--- src/rtl/partial_product_adder.sv ---
// Serial shift-and-add accumulator: sums signed partial products, beat k weighted by 2^k.
// Optional macro PPA_BEAT_COUNT_EN exposes the internal beat counter as output beat_count.
module partial_product_adder #(
   parameter int DATA_WIDTH = 16
) (
   input  logic                                 clk,
   input  logic                                 reset,
   input  logic [DATA_WIDTH-1:0]                partial_product,
   input  logic                                 partial_product_valid,
   output logic [2*DATA_WIDTH-1:0]              result,
   output logic                                 result_ready,
`ifdef PPA_BEAT_COUNT_EN
   output logic [$clog2(DATA_WIDTH+1)-1:0]      beat_count,
`endif
   output logic                                 overflow
);

   localparam int CW = $clog2(DATA_WIDTH + 1);
   localparam logic [CW-1:0] MAX_BEATS = CW'(DATA_WIDTH);

   typedef enum logic [1:0] {
      IDLE,
      ACCUM,
      DONE
   } state_t;

   state_t                  state;
   logic [CW-1:0]           count;
   logic [2*DATA_WIDTH-1:0] pp_ext;
   logic [2*DATA_WIDTH-1:0] pp_shifted;

   assign pp_ext     = {{DATA_WIDTH{partial_product[DATA_WIDTH-1]}}, partial_product};
   assign pp_shifted = pp_ext << count;

`ifdef PPA_BEAT_COUNT_EN
   assign beat_count = count;
`endif

   always_ff @(posedge clk) begin
      if (reset) begin
         state        <= IDLE;
         result       <= '0;
         result_ready <= 1'b0;
         overflow     <= 1'b0;
         count        <= '0;
      end else begin
         case (state)
            IDLE, DONE: begin
               // a beat here always opens a new frame: load, never add
               if (partial_product_valid) begin
                  result       <= pp_ext;
                  count        <= CW'(1);
                  overflow     <= 1'b0;
                  result_ready <= 1'b0;
                  state        <= ACCUM;
               end
            end
            ACCUM: begin
               if (partial_product_valid) begin
                  if (count == MAX_BEATS) begin
                     overflow <= 1'b1;
                  end else begin
                     result <= result + pp_shifted;
                     count  <= count + CW'(1);
                  end
               end else begin
                  result_ready <= 1'b1;
                  state        <= DONE;
               end
            end
            default: state <= IDLE;
         endcase
      end
   end

endmodule

--- config.mk ---
export PLATFORM = sky130hd
export DESIGN_NAME = partial_product_adder
export DESIGN_NICKNAME = d
export VERILOG_FILES = /design/src/rtl/partial_product_adder.sv
export SDC_FILE = /design/constraint.sdc
export NUM_CORES = 1
export LEC_CHECK = 0
export ABC_AREA = 0
export BUFFER_PORTS_ARGS = -buffer_cell sky130_fd_sc_hd__buf_2
export CELL_PAD_IN_SITES_DETAIL_PLACEMENT = 0
export CELL_PAD_IN_SITES_GLOBAL_PLACEMENT = 1
export CORE_MARGIN = 8
export CORE_UTILIZATION = 40
export CTS_CLUSTER_DIAMETER = 60
export DETAILED_ROUTE_END_ITERATION = 8
export PLACE_DENSITY_LB_ADDON = 0.1
export SKIP_LAST_GASP = 1
export SLEW_MARGIN = 20
export SYNTH_ARGS = -nofsm -noshare
export SYNTH_HDL_FRONTEND = slang
export SYNTH_SLANG_ARGS = --single-unit
--- constraint.sdc ---
create_clock -name clk -period 3.2 [get_ports clk]
set_input_delay 0.48 -clock clk [delete_from_list [all_inputs] [get_ports clk]]
set_output_delay 0.48 -clock clk [all_outputs]
set_load 0.005 [all_outputs]
==> results of run 1 <==
==> critical path, cell delays in order, from the launching register on <==
cell	delay (ns)
dfxtp_4	0.37
buf_12	0.12
mux4_2	0.53
mux2i_2	0.21
nor2_1	0.08
a21oi_2	0.16
buf_4	0.15
a21oi_1	0.08
ha_1	0.36
buf_4	0.15
nand2_1	0.07
o21a_1	0.22
o21bai_1	0.22
a21oi_2	0.11
o2bb2ai_4	0.13
mux2i_1	0.23
a211oi_2	0.09
==> layer usage <==
metal	global-route usage	routed length, µm	vias to the layer above
met4	0.0802	500	0
met1	0.320	8890	2863
met2	0.410	9670	222
li1	-	-	2785
met5	0	0	-
met3	0.0416	1390	39
==> where the power goes <==
part	switching, mW	internal (mW)
combinational	0.809	0.824
sequential	0.0525	0.551
clock	0.231	0.291
==> cells in the mapped netlist, types with 8 or more instances <==
master	instances
a211oi_1	11
a21o_1	8
a21oi_1	76
a31oi_1	9
buf_2	12
buf_4	9
clkbuf_1	21
dfxtp_1	41
ha_1	33
inv_1	21
mux2i_1	15
mux4_2	9
nand2_1	67
nand3_1	10
nand4_1	9
nor2_1	73
nor3_1	16
o21a_1	12
o21ai_0	44
o22ai_1	9
xnor2_1	14
xor2_1	12
==> cell type report <==
cell class / count / share of cell area
clock buffers: 8 / 0.0180
inverters: 21 / 0.0107
multi-input cells: 530 / 0.587
flip-flops and latches: 41 / 0.109
well taps: 147 / 0.0243
repair buffers: 259 / 0.251
==> cells by family after synthesis <==
kind of cell,share of synthesized area
DFF,0.172
buffers and inverters,0.0682
xor gates and xnor gates,0.0476
muxes,0.107
AOI/OAI and AO/OA,0.307
and+or+nand+nor,0.208
adders and majority gates,0.0905
==> metrics by stage <==
step	hold slack, ns	TNS, ns	worst slack [ns]	total power, mW	util
finish	0.467	-2.08	-0.222	2.76	0.639
CTS	0.468	-2.74	-0.248	2.59	0.603
global route	0.502	-4.61	-0.320	2.90	0.639
floorplan	0.460	-0.117	-0.0728	1.30	-
global placement	0.443	-8.79	-0.532	1.88	0.539
detailed placement	0.452	-9.01	-0.559	1.89	0.539
==> worst paths after layout <==
path / startpoint / endpoint / slack, ns / cells past startpoint
worst max register to register: count[0]$_SDFFE_PP0P_ / result[29]$_SDFFE_PP0P_ / -0.22 / 16
worst min register to register: overflow$_SDFFE_PP0P_ / overflow$_SDFFE_PP0P_ / 0.47 / 2
worst max-delay path: count[0]$_SDFFE_PP0P_ / result[29]$_SDFFE_PP0P_ / -0.22 / 16
worst min-delay path: overflow$_SDFFE_PP0P_ / overflow$_SDFFE_PP0P_ / 0.47 / 2
==> flip-flops by register name, indices dropped and copies added, names as in the netlist <==
register / cells
count: 5
overflow: 1
result: 32
result_ready: 1
state: 2
==> timing repair <==
item                                    CTS  global route
hold endpoints to repair                  0             0
gates cloned                              1             0
gates resized for setup                 110            78
buffers inserted                         16            14
pin swaps                                48            41
endpoints found under the setup margin   25            25
==> summary.md, run 1 <==
| Metric | Value |
|---|---|
| Status | finished with violations |
| Violated checks | negative setup slack |
| Final Hold Viols | 0 |
| Post-layout instance area | 0.00758 mm² |
| Worst hold path type | flip-flop to flip-flop |
| Buffers on Ports | 52 |
| DRT Wirelength | 20400 µm |
| RSZ-0062 raised after global routing | yes |
| Worst-margin pin slew | around 0.60 ns |
| DRC viols | 0 |
| Register Area | 828 µm² |
| Mean post-synth cell area | about 7.5 µm² |
| Syn nets | 692 |
| Yosys warnings | 0 |
| Clk Latency, worst-skew pair | 0.30 ns |
| WL/cell | 20.3 µm |
| Setup-failing EPs final | 18 |
| CTS clk-pin slew, worst paths | 0.07 ns |
| FMAX | around 300 MHz |
| Vias in the first global route | 5698 |
| Gr ovfl total | 0 |
| Core area | 0.0119 mm² |
| CTS Sinks | 41 |
| TritonCTS clock tree | built |
| Root Driver | clkbuf_16 |
| CTS Buffer Depth | 2 |
| GP Congestion | 0.969 |
| Share of the synthesized area in the top cell type | 0.172 |
| Filler Cell Count | 1068 |
| Max-slew violations | 0 |
| ANT nets after route | 0 |
| Dominant synthesized flop cell | dfxtp_1 |
| Minimum clock period | 3.42 ns |
| Flops & latches, synth | 41 |
| Vias | 5909 |
| Multi-input gate area | 0.00445 mm² |
| Max_cap viols | 0 |
| VDD IR max | 217 µV |
| Most frequent cells in the layout | buf_4, nor2_1, nand2_1, buf_2, a21oi_1 |
| Register area share after synthesis | 0.172 |
| Final Cycle Share | 1.07 |
| Most common cell after layout, fill and taps aside | buf_4 |
| FP Rows | 40 |
| Area post-placement | between 0.006 and 0.007 mm² |
| Die area | 0.0157 mm² |
| Cts hold-fix bufs | 0 |
| H-tree depth | 2 |
| Area Overhead vs Synth | 58.4% |
| Ports | 53 |
| Synth Cell Area | 0.00479 mm² |
| First-pass GRT wire length | 31100 µm |
| Num CTS Buffers | 5 |
| # diodes | 0 |
| Initial Utilization | 0.403 |
| Antenna violations before repair | 0 |
| Worst Skew | 0.00801 ns |
| P_leak | roughly 3.3 nW |
| WS Path Type | flip-flop to flip-flop |
| Syn Inst Count | between 600 and 700 |
| Yosys top cell by area | dfxtp_1 |
| Final worst slack | -0.222 ns |
| Share of cells above drive strength 1 | 0.502 |
| Synth area leaders | dfxtp_1, ha_1, a21oi_1 |
| Count of different cell masters after synthesis | 72 |
| Dpl cells | 971 |
| Via density | 5.87 |
| Power per cell area | 364 mW/mm² |
| Worst Path Max Fanout | 6 |
| Async SR Flop Fraction | 0 |
| GRT Total Usage | 0.248 |
| DR iter-0 viols | 426 |
| Post-synth EDFFs | 0 |
| Critical Path AT | 3.60 ns |
| Die X | 125 µm |
| Worst Setup End Kind | flip-flop |
| DR pass1 iterations | 5 |
| Largest net degree at the start of global routing | 28 |
| Startpoint Class | flip-flop |
| Nets@finish | between 900 and 1000 |
| Slew margin rel. | 0.597 |
| Fin cells | 1006 |
| Die height | 125 µm |
| Worst Path Required | 3.37 ns |
| Detailed placement HPWL | 15000 µm |
No activity file was read; power rests on OpenSTA's default activity.
==> inputs of run 2 (changes only) <==
--- a/config.mk
+++ b/config.mk
@@ -10,7 +10,8 @@
 export CELL_PAD_IN_SITES_DETAIL_PLACEMENT = 0
 export CELL_PAD_IN_SITES_GLOBAL_PLACEMENT = 1
 export CORE_MARGIN = 8
-export CORE_UTILIZATION = 40
+export CORE_UTILIZATION = 41
+export CTS_BUF_LIST = sky130_fd_sc_hd__clkbuf_4 sky130_fd_sc_hd__clkbuf_8
 export CTS_CLUSTER_DIAMETER = 60
 export DETAILED_ROUTE_END_ITERATION = 8
 export PLACE_DENSITY_LB_ADDON = 0.1
==> summary.md, run 2 (same netlist as run 1, synthesis figures left out) <==
| Metric | Value |
|---|---|
| Worst Setup End Kind | flip-flop |
| Minimum clock period | 3.64 ns |
| Buffers on Ports | 52 |
| Startpoint Class | flip-flop |
| Biggest regs | result: 32 flops, count: 5 flops, state: 2 flops |
| CTS Buffer Depth | 2 |
| Root Driver | clkbuf_8 |
| Area Overhead vs Synth | 52.5% |
| Antenna violations before repair | 0 |
| CTS clk-pin slew, worst paths | 0.09 ns |
| Filler Cell Count | 1028 |
| DRT Wirelength | approximately 20000 µm |
| Violated checks | negative setup slack |
| Max_cap viols | 0 |
| ANT nets after route | 0 |
| Hold WS | 0.442 ns |
| Via density | 5.90 |
| Core Util, Final | 0.639 |
| Ports | 53 |
| Worst Path Required | 3.45 ns |
| Worst Path Max Fanout | 6 |
| Share of cells above drive strength 1 | 0.464 |
| Die height | 124 µm |
| Power per cell area | about 350 mW/mm² |
| Fin cells | between 900 and 1000 |
| Dpl cells | 955 |
| WS Path Type | flip-flop to flip-flop |
| First-pass GRT wire length | just under 30000 µm |
| FMAX | 275 MHz |
| DR pass1 iterations | 5 |
| Setup-failing EPs final | 23 |
| Status | finished with violations |
| Largest net degree at the start of global routing | 39 |
| Clk Latency, worst-skew pair | ~0.32 ns |
| Slew margin rel. | 0.422 |
| P_leak | 3.18 nW |
| Final Cycle Share | 1.14 |
| Die X | 124 µm |
| Register Area | 826 µm² |
| DRC viols | 0 |
| Most frequent cells in the layout | buf_4, nor2_1, nand2_1, a21oi_1, buf_2 |
| # diodes | 0 |
| Vias | 5848 |
| Worst-margin pin slew | approximately 0.87 ns |
| GP Congestion | 0.991 |
| CP cell instances | buf_12 > mux4_2 > mux2i_2 > nor2_1 > a21oi_2 > nor2_1 > ha_4 > a21oi_2 > o21ai_2 > a31oi_2 > o21a_1 > nor4_2 > or4_1 > o211ai_1 |
| Biggest register | result |
| Largest register FFs | 32 |
| Final TNS setup | -4.92 ns |
| CP peak stage delay | 0.54 ns |
| CTS Sinks | 41 |
| Overall power | 2.58 mW |
| RSZ-0062 raised after global routing | yes |
| Gr ovfl total | 0 |
| VDD IR max | 254 µV |
| Worst path slowest cell | mux4_2 |
| H-tree depth | 2 |
| WL/cell | 19.9 µm |
| Multi-input gate area | 0.00428 mm² |
| Final Hold Viols | 0 |
| DP Worst Slack | -0.523 ns |
| Delay-heaviest family, CP | compound AO/OA/AOI/OAI gates |
| FP Rows | 39 |
| Max-slew violations | 0 |
| Detailed placement HPWL | 14400 µm |
| Post-layout instance area | 0.00730 mm² |
| Vias in the first global route | between 5000 and 6000 |
| TritonCTS clock tree | built |
| Area post-placement | 0.00630 mm² |
| Most common cell after layout, fill and taps aside | buf_4 |
| Initial Utilization | 0.419 |
| Worst hold path type | input pin to flip-flop |
| CP bufs+invs | 1 |
| Nets@finish | 901 |
| Die area | about 0.015 mm² |
| Final worst slack | -0.440 ns |
| Core area | 0.0114 mm² |
| Critical Path AT | 3.90 ns |
| Worst Skew | ~0.011 ns |
| Num CTS Buffers | 5 |
| DR iter-0 viols | 544 |
| GRT Total Usage | 0.248 |
[run 2: cell types whose count changed in the layout (fill, tap and decap cells not counted), sizes merged]
| cell | previous run | this run |
|---|---|---|
| buf | 258 | 249 |
| clkbuf | 9 | 8 |
[run 2: final cells by class]
cell class,count,share of cell area
repair buffers,249,0.253
well taps,143,0.0245
flip-flops and latches,41,0.113
inverters,21,0.0108
clock buffers,8,0.0125
multi-input cells,530,0.586
[run 2: path summary, 6_finish.rpt]
path	start	endpoint	slack, ns	depth (start not counted)
worst max-delay path	count[0]$_SDFFE_PP0P_	result[28]$_SDFFE_PP0P_	-0.44	14
worst min-delay path	partial_product_valid	state[1]$_SDFFE_PP0P_	0.44	2
worst min register to register	overflow$_SDFFE_PP0P_	overflow$_SDFFE_PP0P_	0.47	2
worst max register to register	count[0]$_SDFFE_PP0P_	result[28]$_SDFFE_PP0P_	-0.44	14
[run 2: power breakdown]
part / total [mW] / internal, mW / switching (mW)
combinational: 1.59 / 0.800 / 0.789
sequential: 0.602 / 0.551 / 0.0512
clock: 0.392 / 0.181 / 0.211
[run 2: what timing repair did]
item	4_1_cts	5_1_grt
pin swaps	44	45
hold buffers	0	0
buffers inserted	23	8
setup endpoints to repair	26	27
gates cloned	1	0
gates resized for setup	74	69
[run 2: metal layers]
| layer | track usage | vias up | part of all wire |
|---|---|---|---|
| met2 | 0.411 | 221 | 0.48 |
| met1 | 0.316 | 2825 | 0.43 |
| met4 | 0.0959 | 0 | 0.024 |
| li1 | - | 2767 | - |
| met5 | 0 | - | 0 |
| met3 | 0.0413 | 35 | 0.062 |
